===== src/rtl/carrier_loop_ctrl_pkg.sv =====
// Shared types and constants for the carrier loop controller.
// Lock states, default widths/F0, and saturation bound helpers.
package carrier_loop_ctrl_pkg;

  typedef enum logic {
    ACQ    = 1'b0,
    LOCKED = 1'b1
  } lock_state_e;

  localparam int          DEF_EW  = 16;
  localparam int          DEF_APR = 32;
  localparam logic [31:0] DEF_F0  = 32'h0CCC_CCCD;

  // Loop values clamp to a quarter-range either side of zero
  // so the NCO never sees more than half its frequency span.
  function automatic longint sat_hi(input int w);
    return (longint'(1) <<< (w - 2)) - 1;
  endfunction

  function automatic longint sat_lo(input int w);
    return -(longint'(1) <<< (w - 2));
  endfunction

endpackage


===== src/rtl/carrier_loop_ctrl_lock_det.sv =====
// Lock detector: counts consecutive in/out-of-threshold samples.
// Enters LOCKED after LOCK_N hits, drops after four misses.
module carrier_lock_det
  import carrier_loop_ctrl_pkg::*;
#(
  parameter int EW      = 16,
  parameter int LOCK_TH = 1024,
  parameter int LOCK_N  = 64
) (
  input  logic          clk,
  input  logic          reset,
  input  logic          clken,
  input  logic          smp_i,
  input  logic [EW-2:0] abs_i,
  input  logic          clear_i,
  output logic          locked_o
);

  localparam int CW = $clog2(LOCK_N > 4 ? LOCK_N : 4);
  localparam logic [CW-1:0] ACQ_LAST = CW'(LOCK_N - 1);
  localparam logic [CW-1:0] LCK_LAST = CW'(3);
  localparam logic [EW:0]   TH1 = (EW+1)'(LOCK_TH);
  localparam logic [EW:0]   TH2 = (EW+1)'(2 * LOCK_TH);

  lock_state_e   state_q, state_d;
  logic [CW-1:0] cnt_q, cnt_d;
  logic [EW:0]   abs_x;
  logic          hit;
  logic [CW-1:0] last;

  assign abs_x = {2'b00, abs_i};

  // Next-state: a "hit" is a sample that pushes toward leaving the state.
  always_comb begin
    state_d = state_q;
    cnt_d   = cnt_q;
    hit     = 1'b0;
    last    = ACQ_LAST;
    unique case (state_q)
      ACQ: begin
        hit  = abs_x < TH1;
        last = ACQ_LAST;
      end
      LOCKED: begin
        hit  = abs_x >= TH2;
        last = LCK_LAST;
      end
      default: begin
        hit  = 1'b0;
        last = ACQ_LAST;
      end
    endcase
    if (clear_i) begin
      state_d = ACQ;
      cnt_d   = '0;
    end else if (smp_i) begin
      if (!hit) begin
        cnt_d = '0;
      end else if (cnt_q == last) begin
        state_d = (state_q == ACQ) ? LOCKED : ACQ;
        cnt_d   = '0;
      end else begin
        cnt_d = cnt_q + 1'b1;
      end
    end
  end

  // State and run counter, frozen while clken is low.
  always_ff @(posedge clk or posedge reset) begin
    if (reset) begin
      state_q <= ACQ;
      cnt_q   <= '0;
    end else if (clken) begin
      state_q <= state_d;
      cnt_q   <= cnt_d;
    end
  end

  assign locked_o = (state_q == LOCKED);

endmodule


===== src/rtl/carrier_loop_ctrl.sv =====
// PI carrier loop filter with centre-frequency register and lock detect.
// Two-stage pipeline: scale/abs, then integrate/sum with saturation.
module carrier_loop_ctrl
  import carrier_loop_ctrl_pkg::*;
#(
  parameter int              EW      = DEF_EW,
  parameter int              APR     = DEF_APR,
  parameter int              KP      = 12,
  parameter int              KI      = 4,
  parameter int              LOCK_TH = 1024,
  parameter int              LOCK_N  = 64,
  parameter logic [APR-1:0]  F0      = APR'(DEF_F0)
) (
  input  logic                  clk,
  input  logic                  reset,
  input  logic                  clken,
  input  logic signed [EW-1:0]  err_i,
  input  logic                  err_valid_i,
  input  logic                  hold_i,
  input  logic                  clear_i,
  input  logic                  cfg_we_i,
  input  logic [APR-1:0]        cfg_f0_i,
  output logic [APR-1:0]        phi_inc_o,
  output logic [APR-1:0]        freq_mod_o,
  output logic                  out_valid,
  output logic                  locked_o
);

  localparam int SW = APR + 1;
  localparam logic signed [APR:0] SAT_HI = SW'(sat_hi(APR));
  localparam logic signed [APR:0] SAT_LO = SW'(sat_lo(APR));

  function automatic logic signed [APR-1:0] sat(
    input logic signed [APR:0] x
  );
    logic signed [APR:0] y;
    if (x > SAT_HI)      y = SAT_HI;
    else if (x < SAT_LO) y = SAT_LO;
    else                 y = x;
    return y[APR-1:0];
  endfunction

  logic signed [APR-1:0] e_ext, p_new, i_new;
  logic signed [EW-1:0]  neg_e;
  logic [EW-2:0]         abs_new;

  logic                  s1_vld_q, s1_vld_d;
  logic signed [APR-1:0] s1_p_q, s1_p_d;
  logic signed [APR-1:0] s1_i_q, s1_i_d;
  logic [EW-2:0]         s1_abs_q, s1_abs_d;

  logic signed [APR-1:0] integ_q, integ_d;
  logic signed [APR-1:0] fm_q, fm_d;
  logic                  ov_q, ov_d;
  logic [APR-1:0]        phi_q, phi_d;

  logic signed [APR:0]   isum, fsum;
  logic signed [APR-1:0] integ_new;

  assign e_ext = APR'(err_i);
  assign p_new = e_ext <<< KP;
  assign i_new = e_ext <<< KI;
  assign neg_e = -err_i;

  // |err| with the most-negative code folded onto the largest positive.
  always_comb begin
    if (err_i[EW-1] && (err_i[EW-2:0] == '0))
      abs_new = '1;
    else if (err_i[EW-1])
      abs_new = neg_e[EW-2:0];
    else
      abs_new = err_i[EW-2:0];
  end

  // Stage 1: capture scaled paths and magnitude for an accepted sample.
  always_comb begin
    s1_vld_d = err_valid_i & ~clear_i;
    s1_p_d   = err_valid_i ? p_new   : s1_p_q;
    s1_i_d   = err_valid_i ? i_new   : s1_i_q;
    s1_abs_d = err_valid_i ? abs_new : s1_abs_q;
  end

  assign isum      = SW'(integ_q) + SW'(s1_i_q);
  assign integ_new = hold_i ? integ_q : sat(isum);
  assign fsum      = SW'(s1_p_q) + SW'(integ_new);

  // Stage 2: integrate and form the saturated correction.
  always_comb begin
    integ_d = integ_q;
    fm_d    = fm_q;
    ov_d    = 1'b0;
    if (clear_i) begin
      integ_d = '0;
      fm_d    = '0;
    end else if (s1_vld_q) begin
      integ_d = integ_new;
      fm_d    = sat(fsum);
      ov_d    = 1'b1;
    end
  end

  // Centre increment reload, unrelated to the loop pipeline.
  always_comb begin
    phi_d = cfg_we_i ? cfg_f0_i : phi_q;
  end

  // All datapath registers, gated by clken.
  always_ff @(posedge clk or posedge reset) begin
    if (reset) begin
      s1_vld_q <= 1'b0;
      s1_p_q   <= '0;
      s1_i_q   <= '0;
      s1_abs_q <= '0;
      integ_q  <= '0;
      fm_q     <= '0;
      ov_q     <= 1'b0;
      phi_q    <= F0;
    end else if (clken) begin
      s1_vld_q <= s1_vld_d;
      s1_p_q   <= s1_p_d;
      s1_i_q   <= s1_i_d;
      s1_abs_q <= s1_abs_d;
      integ_q  <= integ_d;
      fm_q     <= fm_d;
      ov_q     <= ov_d;
      phi_q    <= phi_d;
    end
  end

  carrier_lock_det #(
    .EW      (EW),
    .LOCK_TH (LOCK_TH),
    .LOCK_N  (LOCK_N)
  ) u_lock (
    .clk      (clk),
    .reset    (reset),
    .clken    (clken),
    .smp_i    (s1_vld_q),
    .abs_i    (s1_abs_q),
    .clear_i  (clear_i),
    .locked_o (locked_o)
  );

  assign phi_inc_o  = phi_q;
  assign freq_mod_o = fm_q;
  assign out_valid  = ov_q;

endmodule


===== config.mk =====
export PLATFORM = sky130hd
export DESIGN_NAME = carrier_loop_ctrl
export DESIGN_NICKNAME = d
export VERILOG_FILES = /design/src/rtl/carrier_loop_ctrl_pkg.sv /design/src/rtl/carrier_loop_ctrl_lock_det.sv /design/src/rtl/carrier_loop_ctrl.sv
export SDC_FILE = /design/constraint.sdc
export NUM_CORES = 1
export LEC_CHECK = 0
export ABC_AREA = 1
export ABC_CLOCK_PERIOD_IN_PS = 6350
export CAP_MARGIN = 20
export CORE_ASPECT_RATIO = 0.8
export CORE_MARGIN = 2
export CORE_UTILIZATION = 50
export CTS_CLUSTER_DIAMETER = 50
export DETAILED_ROUTE_END_ITERATION = 10
export MAX_ROUTING_LAYER = met4
export PLACE_DENSITY = 0.77
export SYNTH_ARGS = -nofsm -noshare
export SYNTH_HDL_FRONTEND = slang
export SYNTH_SLANG_ARGS = --single-unit

===== constraint.sdc =====
create_clock -name clk -period 6.35 [get_ports clk]
set_input_delay 1.5875 -clock clk [delete_from_list [all_inputs] [get_ports clk]]
set_output_delay 1.5875 -clock clk [all_outputs]
set_load 0.1 [all_outputs]

### After elaboration in Yosys (flattened, before gate mapping)

Index checks and enable logic that the tools add are counted.

* register bits after elaboration: 152
* output and inout port bits: 66
* bits of input ports: 55
* logic and storage cells: 57

* reduce and logical (&&, ||, !) cells: 9
* muxes and demuxes: 24
* equality and inequality tests: 1
* bitwise gates (word level): 3
* order comparisons: 6
* add/subtract/negate cells: 4

Operators by type and width (count)
* 32-bit 2-to-1 mux: 9
* 33-bit by 31-bit > comparator with 1-bit output, second input constant: 2
* 33-bit by 31-bit less-than comparator with 1-bit output, second input constant: 2
* 28-bit by 32-bit adder with 33-bit output: 1
* 32-bit by 20-bit adder with 33-bit output: 1
* 15-bit 2-to-1 mux: 2
* 6-bit 2-to-1 mux: 4
* 15-bit by 12-bit >= comparator with 1-bit output, second input constant: 1
* 15-bit logical NOT: 1
* 15-bit by 11-bit less-than comparator with 1-bit output, second input constant: 1
* 15-bit negator: 1
* 6-bit case mux with 2 select lines: 1
* 1-bit 2-to-1 mux: 7
* 6-bit by 1-bit adder with 6-bit output, second input constant: 1
* 6-bit equality test: 1
* 2-bit AND reduction: 3
* 2-bit nonzero test: 3
* 4-bit AND reduction: 1
* 1-bit NOT: 2
* 1-bit case mux with 2 select lines: 1
* 1-bit bitwise AND: 1
* 1-bit logical AND: 1

### Logic depth before layout (Yosys ltp)

* depth after elaboration: 11
* mapped depth: 30
* depth with buffers taken out: 29

### Modules after synthesis

From an unflattened synthesis, not the netlist that was laid out.

* cells, all modules: 1284
* area, all modules: 9355.2 µm²

By module, submodules not included
* carrier_loop_ctrl: times used 1, cells each 1219, sequential area each 3246.9 µm², area an instance 8897.3 µm²
* carrier_lock_det: times used 1, cells each 65, sequential area each 175.2 µm², area an instance 457.9 µm²

### Worst setup path after synthesis

Ideal clock, no wire load.

* path kind: input to register
* from: input hold_i
* to: register fm_q[12], in the netlist freq_mod_o[12]
* arrival time: 4.166 ns
* required time: 6.224 ns
* stages on the path: 18
* path slack: 2.058 ns
* setup time: 0.126 ns
* buffers on the path: 3
* path through: clkbuf_1 -> inv_1 -> clkbuf_1 -> or2_2 -> a21boi_1 -> ha_1 -> inv_1 -> fa_1 -> inv_1 -> nand3_1 -> nand2_1 -> nand4_1 -> nand3_1 -> xor2_1 -> nor2_1 -> nand2_2 -> buf_4 -> nand3_1

* word-level cells in the longest chain between the ends: 7
* elaborated cells between the ends (all ways): 8
* classes of those cells: add/sub (1); order compare (2); mux (5)

Ends and longest elaborated chain
* from (decl): RTL line carrier_loop_ctrl.sv:19 `input logic hold_i,`
* 32-bit 2-to-1 mux (*): RTL line carrier_loop_ctrl.sv:84 `assign integ_new = hold_i ? integ_q : sat(isum);`
* 28-bit by 32-bit adder with 33-bit output (*): RTL line carrier_loop_ctrl.sv:85 `assign fsum = SW'(s1_p_q) + SW'(integ_new);`
* 33-bit by 31-bit less-than comparator with 1-bit output: RTL line carrier_loop_ctrl.sv:38 `else if (x < SAT_LO) y = SAT_LO;`
* 32-bit 2-to-1 mux: RTL line carrier_loop_ctrl.sv:38
* 32-bit 2-to-1 mux (*): RTL line carrier_loop_ctrl.sv:37 `if (x > SAT_HI) y = SAT_HI;`
* 32-bit 2-to-1 mux (*): RTL line carrier_loop_ctrl.sv:95 `end else if (s1_vld_q) begin`
* 32-bit 2-to-1 mux (*): RTL line carrier_loop_ctrl.sv:92 `if (clear_i) begin`
* to (signal assigned): RTL line carrier_loop_ctrl.sv:124 `fm_q <= fm_d;`
* to (decl): RTL line carrier_loop_ctrl.sv:53 `logic signed [APR-1:0] fm_q, fm_d;`

Mark *: on every way between the ends. The rest lies on a longest branch, timed or not. The select of a mux whose other input is x is not followed.
A chain may end at the register's enable or synchronous reset.

### Worst setup path after layout

* from: register, netlist name s1_i_q[19]
* to: register fm_q[13], in the netlist freq_mod_o[13]

* word-level cells in the longest chain between the ends: 11
* elaborated cells between the ends (all ways): 13
* classes of those cells: add/sub (2); order compare (4); mux (7)

Ends and longest elaborated chain
* 32-bit by 20-bit adder with 33-bit output (*): RTL line carrier_loop_ctrl.sv:83 `assign isum = SW'(integ_q) + SW'(s1_i_q);`
* 33-bit by 31-bit less-than comparator with 1-bit output: RTL line carrier_loop_ctrl.sv:38
* 32-bit 2-to-1 mux: RTL line carrier_loop_ctrl.sv:38
* 32-bit 2-to-1 mux (*): RTL line carrier_loop_ctrl.sv:37
* 32-bit 2-to-1 mux (*): RTL line carrier_loop_ctrl.sv:84
* 28-bit by 32-bit adder with 33-bit output (*): RTL line carrier_loop_ctrl.sv:85
* 33-bit by 31-bit less-than comparator with 1-bit output: RTL line carrier_loop_ctrl.sv:38
* 32-bit 2-to-1 mux: RTL line carrier_loop_ctrl.sv:38
* 32-bit 2-to-1 mux (*): RTL line carrier_loop_ctrl.sv:37
* 32-bit 2-to-1 mux (*): RTL line carrier_loop_ctrl.sv:95
* 32-bit 2-to-1 mux (*): RTL line carrier_loop_ctrl.sv:92

Marked as above.

==> summary by stage <==
Global routing
The remaining global-route overflow is 0. The via count of the first global-routing pass came to between 7000 and 8000. The first global-routing pass estimated ~40000 um of wire. The initial antenna violation count is 0. The largest net degree at the start of global routing is 54. In the global route stage, overall resource usage came out at 0.2733.

Power and ir drop
The share of total power dissipated in combinational logic is 0.460. Dividing total power by cell area gives a power density of 356.1 nW/um2. The maximum VDD drop is roughly 230 uV. The static power due to leakage is between 0.005 and 0.006 uW. The analysis attributes to net switching a power of 1819 uW. The overall power after layout is 3867 uW. The internal power component is slightly above 2000 uW.

The relative contribution of the clock network to total power is 0.271. The part of the total power dissipated in sequential elements is 0.269. Of the total power, the share spent switching nets is 0.4702.

Floorplanning
The die is around 120 um tall. From left edge to right edge, the die measures between 150 and 200 um. The initialized floorplan defines 43 standard-cell rows. After floorplanning, the core was sized to cover between 15000 and 20000 um2.

For this configuration, the core starts out at a cell density of 0.5102. The floorplan step defined a die boundary enclosing roughly 19000 um2. The number of top-level pins is 121.

Clocking
The number of hold-repair buffers added at the cts stage is 0. The deepest level of the CTS H-tree is 4. The number of resized instances in the post-cts repair step is 0. Clock-pin slew was measured on the worst setup and hold paths at roughly 0.060 ns. The clock passes through at most 2 buffers. The tree is rooted in a clkbuf_16. The TritonCTS clock tree is built. In this run, CTS created clock tree buffers numbering 17.

Counting every sink on the clock net gives roughly 130. The later pin in the worst-skew pair is clocked with a latency of ~0.43 ns. The post-CTS setup buffer count is 0.

Finish
The number of antenna cells inserted is 0. The final layout contains between 1000 and 1500 nets. Leaving out fill and tap cells, the most frequent cells in the layout are nand2_1 (398), clkdlybuf4s50_1 (120), dfrtp_1 (111). The leading cell type in the layout, fill and taps excluded is nand2_1. The area growth from synthesis to layout is 23.25%. The share of cells above drive strength 1 is 0.1035.

Outcome
The flow ran to the end, and the final reports show no timing, DRC or antenna violations.

Critical path
The critical path's largest stage delay is about 0.80 ns. In this design, the largest share of critical-path delay is due to simple AND/OR/NAND/NOR gates. The launching point of the worst reg2reg path is s1_i_q[19].

The critical-path maximum fanout is 34. The most common cell type on the critical path is nand2_1. The critical path goes through ha_1 > nand2_1 > inv_1 > nand2_1 > nand2_1 > nand2_1 > nand2_1 > a21oi_2 > nand2_1 > nand2_1 > nand2_1 > a21oi_4 > a21boi_0 > ha_1 > nand2_1 > o21ai_0 > nand4_1 > nand3_1 > xor2_1 > nand2_1 > nand2_2 > nand3_1. The critical path launch point type is a flop.

The number of buffer and inverter instances along the worst setup path is 1. The arrival time of data at the critical path endpoint is roughly 6.1 ns. In this run the critical register-to-register path is captured at freq_mod_o[13]. Data on the critical path is required at its endpoint by between 6 and 7 ns.

The sort of element at the end of the critical path is a flop. Counting cells, the worst reg-to-reg path comes to 22. The slowest stage of the critical path is the dfrtp_1 cell.

The critical path class is flop to flop. For flop-to-flop paths, the worst setup slack is roughly 0.53 ns. Tracing the worst setup path back leads to its startpoint at s1_i_q[19].

Synth
The prevailing post-synth register cell is dfrtp_1. The post-synthesis async set-or-reset flop share is 1.000. The number of instances in the synthesized netlist is between 1000 and 1500. By area, the combinational part of the netlist is dominated by simple AND/OR/NAND/NOR gates. Measured against the total synthesized area, the mux share comes to 0.04090. The fraction of the mapped netlist area in compound gates is 0.1258. The number of different library cells used by synthesis comes to 45. The warning count from the yosys run is 0. The xor/xnor share of the synthesized area is 0.03082. Of the synthesized area, sequential elements account for 0.3600.

The simple-gate area share of the yosys netlist is 0.3001. Synthesis inferred around 130 register bits. Of the total synthesized cell area, the portion taken by full adders, half adders and majority gates is 0.07697. The synthesized cell area is ~8800 um2.

The synthesized area per cell is between 7 and 8 um2. In this run, synthesis inferred 0 flip-flops with an integrated enable. The number of nets handed over by synthesis was 1315.

Timing
The count of final max-slew check failures came to 0. The remaining max-slew budget at the tightest pin is 0.3120. Setup slack closes at between 0.5 and 0.6 ns. The total negative slack is 0 ns. The final hold slack is between 0.4 and 0.5 ns. Setup repair after global routing left no endpoint under its margin. The clock period minus worst slack is 5.820 ns. The count of endpoints failing hold in the final timing report is 0. The clock arrives with roughly 0.0068 ns of skew. For the pin with the worst max-slew slack, the measured transition is around 1.0 ns. Setup violations remaining at the end of the flow were counted as 0. Derived from the worst setup path, the maximum achievable clock frequency is around 0.17 GHz. In the finished design, the share of the clock period the worst path needs comes to 0.9166.

Route
The violation count after the first detailed-route iteration is around 600. The number of remaining DRC errors is 0. After detailed routing, the average wire length per cell comes to 15.79 um. The first TritonRoute pass finished after 6 iterations.

The remaining antenna violation count is 0. The post-detailed-route via-to-cell ratio is ~5.4. The post-detailed-routing wire length is 24600 um. The total number of vias is 8445.

Placement
Prior to clock tree synthesis, the placed netlist has a worst setup slack of around 0.51 ns. Buffers placed on the I/O ports in this run total 120. The weighted congestion at the end of routability-driven global placement is ~0.96.

The HPWL after detailed placement is between 15000 and 20000 um.

Worst hold path
The min-delay analysis places its worst path in the category flop to flop. The path with the worst hold slack has its endpoint at freq_mod_o[31]. The number of cells on the worst hold path is 2. The worst hold path begins at freq_mod_o[31].

Job
The number of maximum-capacitance constraint violations is 0.
cells in the mapped netlist (15+ instances only):
library cell / n / share of area
dfrtp_1: 111 / 0.32
mux2_2: 32 / 0.041
or2_2: 18 / 0.013
nand2_1: 398 / 0.17
dfstp_2: 15 / 0.045
ha_1: 51 / 0.072
nor2_1: 78 / 0.033
o21ai_0: 45 / 0.026
a21oi_1: 77 / 0.044
nand3_1: 93 / 0.053
xor2_1: 24 / 0.024
clkbuf_1: 21 / 0.0089
a21boi_0: 18 / 0.015
inv_1: 105 / 0.045
worst min-delay path, stage by stage, from the launching register on:
cell     delay [ns]
dfrtp_1        0.34
nand2_1        0.05
nand2_1        0.06
final cells by class:
type                            instances  area [um2]
Clock inverter                         15       203.9
Tap cell                              225       281.5
Clock buffer                           17       425.4
Timing Repair Buffer                  130        1291
Fill cell                            1509        6411
Sequential cell                       126        3172
Inverter                              109       411.6
Multi-Input combinational cell        936        5074
layer usage:
metal / wire length [um] / part of all wire / global-route usage / up-vias
met4: 385 / 0.016 / 0.06366 / 0
met2: 10950 / 0.45 / 0.4175 / 276
met1: 11380 / 0.46 / 0.3754 / 3957
li1: - / - / - / 4174
met5: 0 / 0 / - / -
met3: 1890 / 0.077 / 0.06038 / 38
power groups by stage:
stage               clock, uW  sequential [uW]  combinational (uW)
floorplan                   0             1640                 720
global placement            0             1050                1720
detailed placement          0             1050                1740
CTS                      1050             1040                1750
global route             1090             1050                1910
finish                   1050             1040                1780
sequential cells by signal, indices dropped and copies added, names as in the netlist:
name and cells:
s1_abs_q 5, u_lock.locked_o 1, s1_i_q 16, integ_q 32, freq_mod_o 32, out_valid 1
s1_vld_q 1, phi_inc_o 32, u_lock.cnt_q 6
through the flow:
stage                 util  std cells  cell area (um2)
global route        0.6288       1558            10860
CTS                 0.6269       1556            10830
floorplan                -       1207             8811
finish              0.6288       1558            10860
detailed placement  0.5905       1524            10200
global placement    0.5905       1524            10200
cells by family (layout without fill, tap and decap cells):
logic type      after synthesis  after routing
buf+inv                     145            271
mux                          32             32
xor+xnor                     31             31
flops                       126            126
fa+ha+maj                    53             53
simple gates                630            630
compound gates              190            190
worst max-delay path by stage:
stage / to / slack, ns / cells after the start
floorplan: freq_mod_o[0] / 1.43 / 1
global placement: freq_mod_o[29] / 0.66 / 15
detailed placement: freq_mod_o[19] / 0.51 / 16
CTS: freq_mod_o[13] / 0.59 / 26
global route: freq_mod_o[13] / 0.12 / 20
finish: freq_mod_o[13] / 0.53 / 22
Power figures use the tool's default switching activity.
